File: src/rtl/servo_pwm_multi.sv
// Multi-channel hobby-servo PWM generator sharing one frame counter.
// Targets are written any time; active positions (optionally slewed) load at frame wrap.
module servo_pwm_multi #(
   parameter int CHANNELS  = 4,
   parameter int POS_W     = 8,
   parameter int FRAME_CYC = 1000000,
   parameter int MIN_CYC   = 50000,
   parameter int STEP_CYC  = 196,
   parameter int SLEW      = 0,
   localparam int CHW = (CHANNELS > 1) ? $clog2(CHANNELS) : 1
) (
   input  logic                      clk,
   input  logic                      rst_n,
   input  logic                      wr_en,
   input  logic [CHW-1:0]            wr_ch,
   input  logic [POS_W-1:0]          wr_pos,
   input  logic [CHANNELS-1:0]       ch_enable,
   output logic [CHANNELS-1:0]       pwm_out,
   output logic                      frame_start,
   output logic [CHANNELS*POS_W-1:0] cur_pos
);

   localparam int CW = (FRAME_CYC > 1) ? $clog2(FRAME_CYC) : 1;
   localparam int WW = CW + POS_W;
   localparam longint MAX_W = longint'(MIN_CYC)
      + ((longint'(1) << POS_W) - 1) * longint'(STEP_CYC);
   localparam logic [POS_W-1:0] CENTER = POS_W'(1) << (POS_W - 1);
   localparam logic [CW-1:0] LAST = CW'(FRAME_CYC - 1);

   typedef logic [WW-1:0] w_t;

   generate
      if (MAX_W >= longint'(FRAME_CYC)) begin : g_bad_cfg
         $error("servo_pwm_multi: widest pulse does not fit in frame");
      end
   endgenerate

   logic [CW-1:0]       cnt_q, cnt_d;
   logic                run_q, run_d;
   logic                wrap;
   logic [POS_W-1:0]    target_q [CHANNELS];
   logic [POS_W-1:0]    target_d [CHANNELS];
   logic [POS_W-1:0]    active_q [CHANNELS];
   logic [POS_W-1:0]    active_d [CHANNELS];
   logic [CHANNELS-1:0] en_q, en_d;
   logic [CHANNELS-1:0] pwm_q, pwm_d;
   logic                fs_q, fs_d;

   function automatic logic [POS_W-1:0] slew_step(
      input logic [POS_W-1:0] act,
      input logic [POS_W-1:0] tgt
   );
      logic [POS_W-1:0] diff;
      diff = (tgt > act) ? tgt - act : act - tgt;
      if (SLEW == 0 || int'(diff) <= SLEW) return tgt;
      if (tgt > act) return act + POS_W'(SLEW);
      return act - POS_W'(SLEW);
   endfunction

   function automatic w_t pulse_w(input logic [POS_W-1:0] pos);
      return w_t'(MIN_CYC) + w_t'(pos) * w_t'(STEP_CYC);
   endfunction

   // run_q low means the next edge is the first after reset: treat it as a wrap
   always_comb begin
      wrap  = !run_q || (cnt_q == LAST);
      cnt_d = wrap ? '0 : cnt_q + CW'(1);
      run_d = 1'b1;
      fs_d  = wrap;
      en_d  = wrap ? ch_enable : en_q;
      target_d = target_q;
      if (wr_en && (32'(wr_ch) < CHANNELS)) begin
         target_d[wr_ch] = wr_pos;
      end
      pwm_d = '0;
      for (int i = 0; i < CHANNELS; i++) begin
         active_d[i] = wrap ? slew_step(active_q[i], target_q[i])
                            : active_q[i];
         pwm_d[i] = en_d[i] && (w_t'(cnt_d) < pulse_w(active_d[i]));
      end
   end

   always_ff @(posedge clk) begin
      if (!rst_n) begin
         cnt_q <= '0;
         run_q <= 1'b0;
         fs_q  <= 1'b0;
         en_q  <= '0;
         pwm_q <= '0;
         for (int i = 0; i < CHANNELS; i++) begin
            target_q[i] <= CENTER;
            active_q[i] <= CENTER;
         end
      end else begin
         cnt_q    <= cnt_d;
         run_q    <= run_d;
         fs_q     <= fs_d;
         en_q     <= en_d;
         pwm_q    <= pwm_d;
         target_q <= target_d;
         active_q <= active_d;
      end
   end

   always_comb begin
      cur_pos = '0;
      for (int i = 0; i < CHANNELS; i++) begin
         cur_pos[i*POS_W +: POS_W] = active_q[i];
      end
   end

   assign pwm_out     = pwm_q;
   assign frame_start = fs_q;

endmodule

File: config.mk
export PLATFORM = sky130hd
export DESIGN_NAME = servo_pwm_multi
export DESIGN_NICKNAME = d
export VERILOG_FILES = /design/src/rtl/servo_pwm_multi.sv
export SDC_FILE = /design/constraint.sdc
export NUM_CORES = 1
export LEC_CHECK = 0
export ABC_AREA = 1
export BUFFER_PORTS_ARGS = -buffer_cell sky130_fd_sc_hd__buf_2
export CAP_MARGIN = 30
export CORE_MARGIN = 4
export CORE_UTILIZATION = 57
export CTS_BUF_LIST = sky130_fd_sc_hd__clkbuf_16
export DETAILED_ROUTE_END_ITERATION = 6
export HOLD_SLACK_MARGIN = 0.12
export PLACE_DENSITY = 0.8
export REMOVE_ABC_BUFFERS = 1
export SYNTH_ARGS = -nofsm -noshare
export SYNTH_HDL_FRONTEND = slang
export SYNTH_SLANG_ARGS = --single-unit
File: constraint.sdc
create_clock -name clk -period 5 [get_ports clk]
set_input_delay 0.5 -clock clk [delete_from_list [all_inputs] [get_ports clk]]
set_output_delay 0.5 -clock clk [all_outputs]
set_load 0.02 [all_outputs]
==> results.md, run 1 <==
- The worst-case setup margin in the final layout is -0.225 ns.
- Routability-driven placement finished with a final weighted congestion of just under 1.
- After layout, the design draws a total of about 2.7 mW.
- For this design, the slowest cell found on the critical path is sky130_fd_sc_hd__ha_1.
- After the first detailed-routing iteration, the DRC count stood at roughly 770.
- The post-synthesis average cell area is 7.31 um2.
- Dividing total power by cell area gives a power density of around 240 nW/um2.
- Combinational logic burns a little under half of the power.
- The width of the die is ~130 um.
- The boundary pin count is 54.
- The cell area that synthesis handed to floorplanning was just under 9000 um2.
- Clock-pin slew was measured on the worst setup and hold paths at 0.07 ns.
- Setup repair after global routing could not meet its margin everywhere.
- After layout, the minimum clock period comes to ~5.2 ns.
- The worst hold path passes through 3 cells.
- The power share of the sequential group is roughly 30%.
- The final design area excluding fillers is 11000 um2.
- Across the routed clock network, the largest skew measured is approximately 0.0088 ns.
- The share of the cycle needed by the critical path after routing is 104%.
- Leaving out fill and tap cells, the most frequent cell in the layout is sky130_fd_sc_hd__nand2_1.
- The clock tree synthesis step divided the H-tree into 3 levels.
- The all-layer global routing usage is between 20% and 30%.
- The library cell used as clock root buffer is sky130_fd_sc_hd__clkbuf_16.
- The global-route wire length before repair is ~37000 um.
- The final route contains between 8000 and 9000 vias.
- The number of global-route vias before repair is about 7900.
- The core region is ~15000 um2.
- The final count of pins violating max slew is 0.
- Using the TritonRoute via totals, the vias-per-cell ratio works out to 5.80.
- For this run, the leading register cell type out of synthesis is sky130_fd_sc_hd__dfxtp_1.
- The count of final hold-check violations is 0.
- For the worst setup path, the data arrival time is roughly 5.5 ns.
- After synthesis, the cell types taking the most area are sky130_fd_sc_hd__ha_1 25%, sky130_fd_sc_hd__dfxtp_1 22%, sky130_fd_sc_hd__nand2_1 8.8%.
- The run finished, with violations left.
- The clock passes through at most 2 buffers.
- The CTS tree is yes.
- The detailed placer's ending HPWL is between 15000 and 20000 um.
- In this design, the critical path's most frequently occurring cell is sky130_fd_sc_hd__nand2_1.
- The final antenna-violating net count is 0.
- The number of maximum-capacitance constraint violations is 0.
- The number of buffers created by CTS is 9.
- The later pin in the worst-skew pair is clocked with a latency of roughly 0.35 ns.
- The number of synthesized flops with an enable pin is 0.
- The largest stage delay on the critical path is approximately 0.34 ns.
- Cell internal power was estimated by the tool at about 1.6 mW.
- The fraction of the core area covered by cells at the end of the flow is roughly 75%.
- The worst-case IR drop observed on VDD is ~330 uV.
- In the final layout, the share of cells above drive strength 1 is approximately 26%.
- During synthesis, Yosys emitted a total of 0 warnings.
- The effective utilization at floorplan is between 50% and 60%.
- The worst hold path class is in2reg.
- Summing all flip-flop and latch instances after layout gives between 1500 and 2000 um2.
- The first detailed-routing pass took 6 iterations.
- In the layout the commonest cells are 194 x sky130_fd_sc_hd__nand2_1, 157 x sky130_fd_sc_hd__inv_1, 136 x sky130_fd_sc_hd__ha_1.
- The library cell occupying the most area in the post-synthesis netlist is sky130_fd_sc_hd__ha_1.
- The detailed-route wire length per cell is about 18 um.
- After synthesis the netlist holds a flip-flop and latch count of 94.
- Of the total power, the share spent switching nets is a little under 40%.
- In the routed design, unresolved DRC markers number 0.
- The type of element capturing the critical path is a flip-flop.
- After synthesis, flip-flops and latches occupy a little over a fifth of the total area.
- The total inserted antenna cells is 0.
- In this run the static leakage power is between 5 and 6 nW.
- From synthesis to final layout, the design area changed by 26.6%.
- The slew at the pin with the worst max-slew slack is around 1.1 ns.
- The synthesized design devotes to its leading area cell type approximately a quarter of total area.
- The final routed wirelength across all metal layers is 27100 um.
- The analysis attributes to net switching a power of between 1 and 1.5 mW.
- The number of nets at the end of the flow is between 1500 and 2000.
- The data required time at the worst endpoint is 5.28 ns.
- Entering global routing, the biggest net connects between 40 and 50 pins.
- The depth of the worst register-to-register path is 29.
- Hold is met by ~0.38 ns.
- STA classifies the critical path startpoint as a flip-flop.
- The standard-cell row count is 44.
- The overall overflow remaining after global route is 0.
- The initial antenna violation count is 0.
- The synthesized instance count is approximately 1200.
- The count of distinct cell types in the synthesized netlist is 47.
- Summing all multi-input logic gate instances after layout gives 6880 um2.
- The final reports fail on setup timing.
- The die covers 17300 um2.
- The aggregate negative setup slack is -0.258 ns.
- The worst pin sits at a relative slew slack of approximately a quarter.
- The async set or reset register ratio after synthesis is 0%.
- In this run the vertical extent of the chip is roughly 130 um.
- The total clock sinks is 94.
- Along the worst path, the maximum fanout reaches 10.
- The count of filler cells inserted in the layout is ~1000.
- The clock share of power is 23.6%.
- Setup violations remaining at the end of the flow were counted as 2.
- The hold buffer count at CTS is 0.
- During placement, the flow inserted port buffers numbering 53.
- Summing all placed instances gives a cell area of around 9500 um2.
- The critical path is of the reg2reg type.
- Based on the critical path, the design can be clocked at up to between 0.15 and 0.2 GHz.
sequential cells by signal, summed over array words and instances (netlist names):
name         count
cnt_q           20
cur_pos         32
en_q             4
frame_start      1
pwm_out          4
run_q            1
target_q        32
worst paths after layout:
kind / slack (ns) / endpoint / start
worst min-delay path: 0.38 / en_q[0]$_SDFF_PN0_ / ch_enable[0]
worst min register to register: 0.45 / target_q[4]$_SDFFE_PN0P_ / target_q[4]$_SDFFE_PN0P_
worst max-delay path: -0.22 / pwm_out[2]$_SDFF_PN0_ / cnt_q[13]$_SDFF_PN0_
worst max register to register: -0.22 / pwm_out[2]$_SDFF_PN0_ / cnt_q[13]$_SDFF_PN0_
power by group through the flow:
stage | registers, mW | logic, mW | clock network (mW)
CTS | 0.796 | 1.03 | 0.638
global route | 0.800 | 1.39 | 0.672
detailed placement | 0.812 | 0.973 | 0
floorplan | 0.825 | 0.702 | 0
global placement | 0.812 | 0.946 | 0
finish | 0.799 | 1.26 | 0.635
metal layers:
metal  part of all wire, %  up-vias  track usage (%)  wire length, um
met5                     0        -                0                0
met1                    39     4031             34.1            10700
met4                   6.1        0             11.4             1660
li1                      -     4154                -                -
met3                   7.9      136             5.01             2140
met2                    47      450             42.3            12700
repair_timing:
action                                  in CTS  in global routing
resized for setup                           45                142
pin swaps                                   27                 69
gates cloned                                 1                  2
endpoints found under the setup margin       4                  4
setup buffers                               11                 23
stage by stage:
step | instances | setup WS, ns
floorplan | 1171 | -0.597
global placement | 1459 | -0.127
detailed placement | 1461 | -0.163
CTS | 1488 | -0.00448
global route | 1513 | -0.419
finish | 1513 | -0.225
critical path: cells and delay by family (launching register included):
family                   cells  cell delay (ns)
adder cells (fa/ha/maj)      5             1.39
AO/OA/AOI/OAI                5             0.87
buffers and inverters        4             0.60
AND/OR/NAND/NOR             15             1.95
flip-flops                   1             0.32
cell type report:
class / count / area share [%]
Clock buffer: 9 / 2.04
Clock inverter: 6 / 0.352
Inverter: 184 / 6.32
Multi-Input combinational cell: 893 / 62.4
Sequential cell: 94 / 17.1
Tap cell: 184 / 2.09
Timing Repair Buffer: 143 / 9.65
synthesized netlist by cell type, types with 8 or more instances:
cell type and number:
sky130_fd_sc_hd__a21oi_1 63, sky130_fd_sc_hd__clkbuf_1 10, sky130_fd_sc_hd__dfxtp_1 94, sky130_fd_sc_hd__fa_1 12, sky130_fd_sc_hd__ha_1 172, sky130_fd_sc_hd__inv_1 175, sky130_fd_sc_hd__nand2_1 204, sky130_fd_sc_hd__nand2_2 8
sky130_fd_sc_hd__nand3_1 51, sky130_fd_sc_hd__nand4_1 16, sky130_fd_sc_hd__nor2_1 146, sky130_fd_sc_hd__nor3_1 23, sky130_fd_sc_hd__o21ai_0 58, sky130_fd_sc_hd__xnor2_1 23, sky130_fd_sc_hd__xor2_1 42
cell families after synthesis:
logic type	count (synthesis)	share of synthesized area (%)
XOR/XNOR	65	6.54
buffers and inverters	204	9.29
flip-flops	94	21.6
AND/OR/NAND/NOR	479	23.9
AO/OA/AOI/OAI	165	11.2
adder cells (fa/ha/maj)	184	27.5
Power figures use the tool's default switching activity.
==> run 2, diff against run 1 <==
MAX_ROUTING_LAYER = met4   (was not set)
==> run 2 against run 1 <==
The run ends with DRC, setup timing left. Maximum frequency grew 1.5%. Sequential power is essentially flat. Combinational power grew 9%. Largest cell class unchanged. Clock-buffer cell count is the same. Via count grew 5.8%.
==> results.md, run 2 (synthesis results as in run 1) <==
- Counting buffers and inverters, the worst setup path is 28 cells deep.
- The type of origin of the critical path is a flip-flop.
- The library cells used most frequently in the layout, excluding fill and tap cells, are 181 x sky130_fd_sc_hd__nand2_1, 145 x sky130_fd_sc_hd__inv_1, 134 x sky130_fd_sc_hd__nor2_1.
- The first TritonRoute pass finished after 7 iterations.
- The number of vias per cell is between 6 and 7.
- Data on the critical path arrives at its endpoint at about 5.4 ns.
- TritonCTS built the clock tree.
- The latest clock arrival within the worst-skew pair is ~0.35 ns.
- After detailed routing, the number of remaining DRC violations is 1.
- The initial antenna violation count is 0.
- Compared with the post-synthesis result, the final layout area differs by 32.5%.
- Buffers placed on the I/O ports in this run total 53.
- The number of buffers created by CTS is 9.
- The worst setup path is of the reg2reg kind.
- The overall overflow remaining after global route is 0.
- The worst path buffer plus inverter count is 6.
- The overall via count from detail_route is 9283.
- Setup repair after global routing could not meet its margin everywhere.
- Power spread over the standard cell area amounts to between 200 and 250 nW/um2.
- The die covers approximately 17000 um2.
- At the pin with the least slew margin, the transition time is approximately 1.2 ns.
- Entering global routing, the biggest net connects 44 pins.
- The fmax is 0.194 GHz.
- The width of the die is about 130 um.
- Data on the critical path is required at its endpoint by about 5.3 ns.
- The net count of the finished layout is between 1500 and 2000.
- The number of global-route vias before repair is 7946.
- The power after layout is 2.82 mW.
- The die is roughly 130 um tall.
- The number of buffers on the longest clock path is 2.
- The count of final hold-check violations is 0.
- The worst hold path class is in2reg.
- The worst setup path is captured at a flip-flop.
- The post-route netlist has a little under a third of its cells at a drive strength greater than 1.
- For this design, the sink count on the clock tree is 94.
- In the final routed layout, each cell accounts on average for approximately 20 um.
- The congestion estimate from routability-driven global placement came to between 0.9 and 1.
- Global routing used ~27% of the available tracks across all layers.
- The checks that failed: DRC, setup timing.
- Among all stages on the critical path, the largest delay is contributed by sky130_fd_sc_hd__o211ai_1.
- Clock-pin slew was measured on the worst setup and hold paths at approximately 0.070 ns.
- The final count of pins violating max slew is 0.
- In this run the standard cell core region covers between 10000 and 15000 um2.
- The effective utilization at floorplan is approximately three fifths.
- The HPWL after detailed placement is roughly 18000 um.
- The standard-cell row count is 44.
- The largest stage delay on the critical path is 0.40 ns.
- The worst hold path was traced through 3 stages.
- The relative max-transition margin is between 20 and 25%.
- The boundary pin count is 54.
- The family with the most delay on the worst path is adder cells.
- The clock tree synthesis step divided the H-tree into 3 levels.
- The minimum clock period is about 5.1 ns.
- The global-route wire length before repair is between 30000 and 40000 um.
- The worst-case setup margin in the final layout is -0.146 ns.
- In this run the static leakage power is ~5.5 nW.
- The depth of the worst register-to-register path is 28.
- The final routed wirelength across all metal layers is just over 30000 um.
- The worst hold margin is approximately 0.38 ns.
- The run finished, with violations left.
- The total inserted antenna cells is 0.
- After filler insertion, the fill cell instance count of the layout stands at ~880.
- After the first detailed-routing iteration, the DRC count stood at 1092.
- The number of maximum-capacitance constraint violations is 0.
- Of all nets on the critical path, the largest fanout is 7.
- The library cell used as clock root buffer is sky130_fd_sc_hd__clkbuf_16.
- The most common cell after layout, fill and taps aside is sky130_fd_sc_hd__nand2_1.
- The worst ir drop on vdd is between 200 and 250 uV.
- Setup violations remaining at the end of the flow were counted as 3.
- The detail route stage leaves a number of antenna-violating nets equal to 0.
- The maximum clock skew at final layout is between 0.005 and 0.006 ns.
- Of the available clock period, the critical path in the final layout requires 103%.
-- run 2: worst paths after layout --
check                        endpoint  slack, ns                     start
max             pwm_out[2]$_SDFF_PN0_      -0.15      cnt_q[13]$_SDFF_PN0_
max reg2reg     pwm_out[2]$_SDFF_PN0_      -0.15      cnt_q[13]$_SDFF_PN0_
min                en_q[0]$_SDFF_PN0_       0.38              ch_enable[0]
min reg2reg  target_q[5]$_SDFFE_PN0P_       0.46  target_q[5]$_SDFFE_PN0P_
-- run 2: stage by stage --
step	area, um2	util [%]	std cells	worst slack, ns	setup TNS, ns
2_1_floorplan	8590	-	1171	-0.597	-1.40
3_3_place_gp	9500	64.4	1461	-0.0897	-0.0912
3_5_place_dp	9510	64.5	1463	-0.203	-0.524
4_1_cts	9990	67.7	1486	-0.0161	-0.0330
5_1_grt	11500	78.2	1529	-0.346	-0.874
6_report	11500	78.2	1529	-0.146	-0.157
-- run 2: power by group --
part	switching [mW]	leakage [nW]	internal, mW
sequential	0.0214	0.771	0.779
clock	0.314	0.132	0.334
combinational	0.798	4.57	0.571
-- run 2: tightest hold or removal path, stage by stage --
cell	delay, ns
sky130_fd_sc_hd__buf_2	0.08
sky130_fd_sc_hd__nand2_1	0.04
sky130_fd_sc_hd__nand2_1	0.07
-- run 2: area by class of cell --
cell class              count  area (um2)  share of cell area (%)
clock buffers               9         225                    1.95
clock inverters             7        41.3                   0.358
inverters                 184         699                    6.06
multi-input cells         893        7270                    63.0
flip-flops and latches     94        1890                    16.4
well taps                 184         230                    2.00
repair buffers            158        1180                    10.3
-- run 2: repair_timing --
action,4_1_cts,5_1_grt
pin swaps,16,128
resized for setup,29,249
endpoints found under the setup margin,4,4
gates cloned,1,2
setup buffers,6,42
hold buffers,0,0
-- run 2: routing by layer --
| layer | up-vias | share of wire (%) | wire length (um) | track usage [%] |
|---|---|---|---|---|
| li1 | 4172 | - | - | - |
| met2 | 604 | 47 | 14200 | 42.7 |
| met5 | - | 0 | 0 | - |
| met1 | 4320 | 38 | 11700 | 34.5 |
| met3 | 187 | 8.4 | 2560 | 4.63 |
| met4 | 0 | 6.3 | 1910 | 10.4 |
==> run 3, diff against run 2 <==
GPL_TIMING_DRIVEN = 0   (was not set)
==> run 3 against run 2 <==
The run ends with setup timing left. Sequential share of layout area up 1.0 points. Wire length down 9.8%. Clock skew up 0.0022 ns. Largest power group unchanged.
==> results.md, run 3 (synthesis results as in run 1) <==
- The flow ran to the end, but the final reports show violations.
- The final reports fail on setup timing.
- The number of levels the H-tree was split into is 3.
- The fmax is around 0.19 GHz.
- The clock slew at the register clock pins of the worst setup and hold paths is ~0.060 ns.
- Among the stages of the critical path, the cell type that occurs most often is sky130_fd_sc_hd__nor2_1.
- IR analysis of the VDD net gives a maximum drop of 264 uV.
- Once placement finished, the instance area stood at between 9000 and 10000 um2.
- After floorplanning, the core was divided into 44 placement rows.
- The slew at the pin with the worst max-slew slack is roughly 0.94 ns.
- The count of buffers inserted at the top-level ports is 53.
- The net switching power is 1.11 mW.
- Per report_power, the sequential group accounts for between 20 and 30% of the total.
- The number of vias per cell is slightly below 6.
- The combinational power share is 45.6%.
- The most common cell after layout, fill and taps aside is sky130_fd_sc_hd__nand2_1.
- Counting cells, the worst reg-to-reg path comes to 27.
- The latest clock arrival within the worst-skew pair is between 0.3 and 0.4 ns.
- The library cell contributing the largest single delay on the critical path is sky130_fd_sc_hd__fa_1.
- The worst-case setup margin in the final layout is -0.164 ns.
- The number of nets at the end of the flow is 1507.
- Global routing finished with a remaining overflow of 0.
- For this run, design rule violations remaining after detail routing come to 0.
- The worst setup path is of the reg2reg kind.
- The startpoint of the worst-slack reg-to-reg timing path is cnt_q[0]$_SDFF_PP0_.
- The area inside the core boundary is 14800 um2.
- The tool flagged a number of max-cap violations equal to 0.
- In this run the remaining antenna-violating nets after routing total 0.
- The root buffer cell chosen for the clock tree is sky130_fd_sc_hd__clkbuf_16.
- The final count of pins violating max slew came to 0.
- Measured against its own limit, the worst slew margin works out to a little under two fifths.
- The overall via count from detail_route is just under 9000.
- The width of the die is roughly 130 um.
- The critical register-to-register path endpoint is pwm_out[3]$_SDFF_PN0_.
- Summed over all layers, the routed wires come to 27300 um.
- For this block, the initial DRC count from the detailed router was 840.
- The CTS tree is yes.
- The number of buffers on the longest clock path is 2.
- The count of final hold-check violations was 0.
- The fraction of the core area covered by cells at the end of the flow is roughly 74%.
- In this run the count of I/O pins placed on the die edge is 54.
- The number of global-route vias before repair is approximately 8000.
- The routability-driven placement congestion ratio is ~0.94.
- The maximum clock skew at final layout is approximately 0.0074 ns.
- Global routing used 27.8% of the available tracks across all layers.
- At the placement stage, the worst setup path has a slack of -1.79 ns.
- The floorplan step set the die height to roughly 130 um.
- The initial antenna violation count is 0.
- The number of clock buffers added by TritonCTS is 9.
- The largest net degree at the start of global routing is 44.
- The detailed-route wire length per cell is roughly 18 um.
- The worst setup path is captured at a flip-flop.
- For this run, the slowest stage of the critical path takes roughly 0.52 ns.
- For the worst setup path, the data required time is about 5.3 ns.
- The worst hold path begins at ch_enable[0].
- The total power density per cell area is about 260 nW/um2.
- The total die area is 17300 um2.
- Setup violations remaining at the end of the flow were counted as 4.
- Leaving out fill and tap cells, the most frequent cells in the layout are 191 x sky130_fd_sc_hd__nand2_1, 156 x sky130_fd_sc_hd__inv_1, 139 x sky130_fd_sc_hd__ha_1.
- The worst hold margin is between 0.3 and 0.4 ns.
- The worst hold path class is in2reg.
- The total clock sinks is 94.
- The area growth from synthesis to layout is 25.7%.
- STA classifies the critical path startpoint as a flip-flop.
- The smallest clock period supported by the final layout is computed as between 5 and 6 ns.
- The cell depth of the worst min-delay path is 3.
- The critical path arrival is between 5 and 6 ns.
- The count of TritonRoute iterations in the first routing pass is 7.
- The cell-internal power is between 1.5 and 2 mW.
- The final design area excluding fillers is about 11000 um2.
- The effective utilization at floorplan is about three fifths.
- The share of the cycle needed by the critical path after routing is 103%.
- Once detailed placement completed, the half-perimeter wirelength came to approximately 17000 um.
- The setup check on the worst reg-to-reg path leaves a slack of -0.16 ns.
- The share of layout cells above drive strength 1 is between 20% and 30%.
- Net switching is around two fifths of the power.
- The terminating pin of the worst hold path is en_q[0]$_SDFF_PN0_.
- The global-route wire length before repair is a little under 40000 um.
- Of all nets on the critical path, the largest fanout is 9.
- The leakage power is 5.38 nW.
- The clock network accounts for between 20% and 30% of the total power.
- 0 antenna diodes ended up in the layout.
- Setup repair after global routing could not meet its margin everywhere.
[run 3: cell types whose count changed in the layout (fill, tap and decap cells not counted), sizes merged]
| cell | delta |
|---|---|
| clkinvlp | +1 |
| bufinv | +2 |
| clkbuf | -2 |
| inv | -3 |
| nand2 | +4 |
| buf | -36 |
[run 3: cell type report]
cell class / count / area, um2
clock buffer: 9 / 225
sequential: 94 / 1910
timing repair buffer: 120 / 850
multi-input combinational: 897 / 6940
tap: 184 / 230
inverter: 184 / 702
fill: 1035 / 3800
clock inverter: 7 / 96.3
[run 3: repair_timing]
action,CTS,global route
hold buffers,0,0
setup buffers,36,30
pin swaps,66,47
gates resized for setup,108,114
gates cloned,3,2
endpoints found under the setup margin,4,4
[run 3: stage by stage]
step                instances  power, mW  setup TNS, ns
floorplan                1171       1.53          -1.40
global placement         1408       1.71          -5.26
detailed placement       1409       1.74          -5.46
CTS                      1464       2.62         -0.128
global route             1495       3.01          -1.53
finish                   1495       2.86         -0.501
[run 3: power groups by stage]
stage / logic, mW / clock network (mW) / registers [mW]
finish: 1.31 / 0.755 / 0.802
global route: 1.42 / 0.785 / 0.803
CTS: 1.07 / 0.757 / 0.799
detailed placement: 0.930 / 0 / 0.813
global placement: 0.901 / 0 / 0.813
floorplan: 0.702 / 0 / 0.825
[run 3: how the worst max path moves through the flow]
stage | startpoint | slack (ns) | to
2_1_floorplan | cnt_q[0]$_SDFF_PP0_ | -0.60 | pwm_out[1]$_SDFF_PN0_
3_3_place_gp | cnt_q[0]$_SDFF_PP0_ | -1.71 | pwm_out[1]$_SDFF_PN0_
3_5_place_dp | cnt_q[0]$_SDFF_PP0_ | -1.79 | pwm_out[1]$_SDFF_PN0_
4_1_cts | cnt_q[0]$_SDFF_PP0_ | -0.05 | pwm_out[2]$_SDFF_PN0_
5_1_grt | cnt_q[9]$_SDFF_PN0_ | -0.42 | pwm_out[0]$_SDFF_PN0_
6_report | cnt_q[0]$_SDFF_PP0_ | -0.16 | pwm_out[3]$_SDFF_PN0_
[run 3: worst max-delay path, delay by kind of cell, from the launching register on]
family                     cells  cell delay (ns)
adders and majority gates      6             1.70
and+or+nand+nor               11             1.14
AOI/OAI and AO/OA              6             1.13
xor gates and xnor gates       2             0.50
DFF                            1             0.35
buffers and inverters          2             0.27
[run 3: per-layer routing]
layer	part of all wire, %	vias to the layer above	global-route usage (%)
met4	5.4	0	11.2
li1	-	4122	-
met1	39	4087	34.0
met5	0	-	-
met2	47	503	45.6
met3	8.3	132	4.85
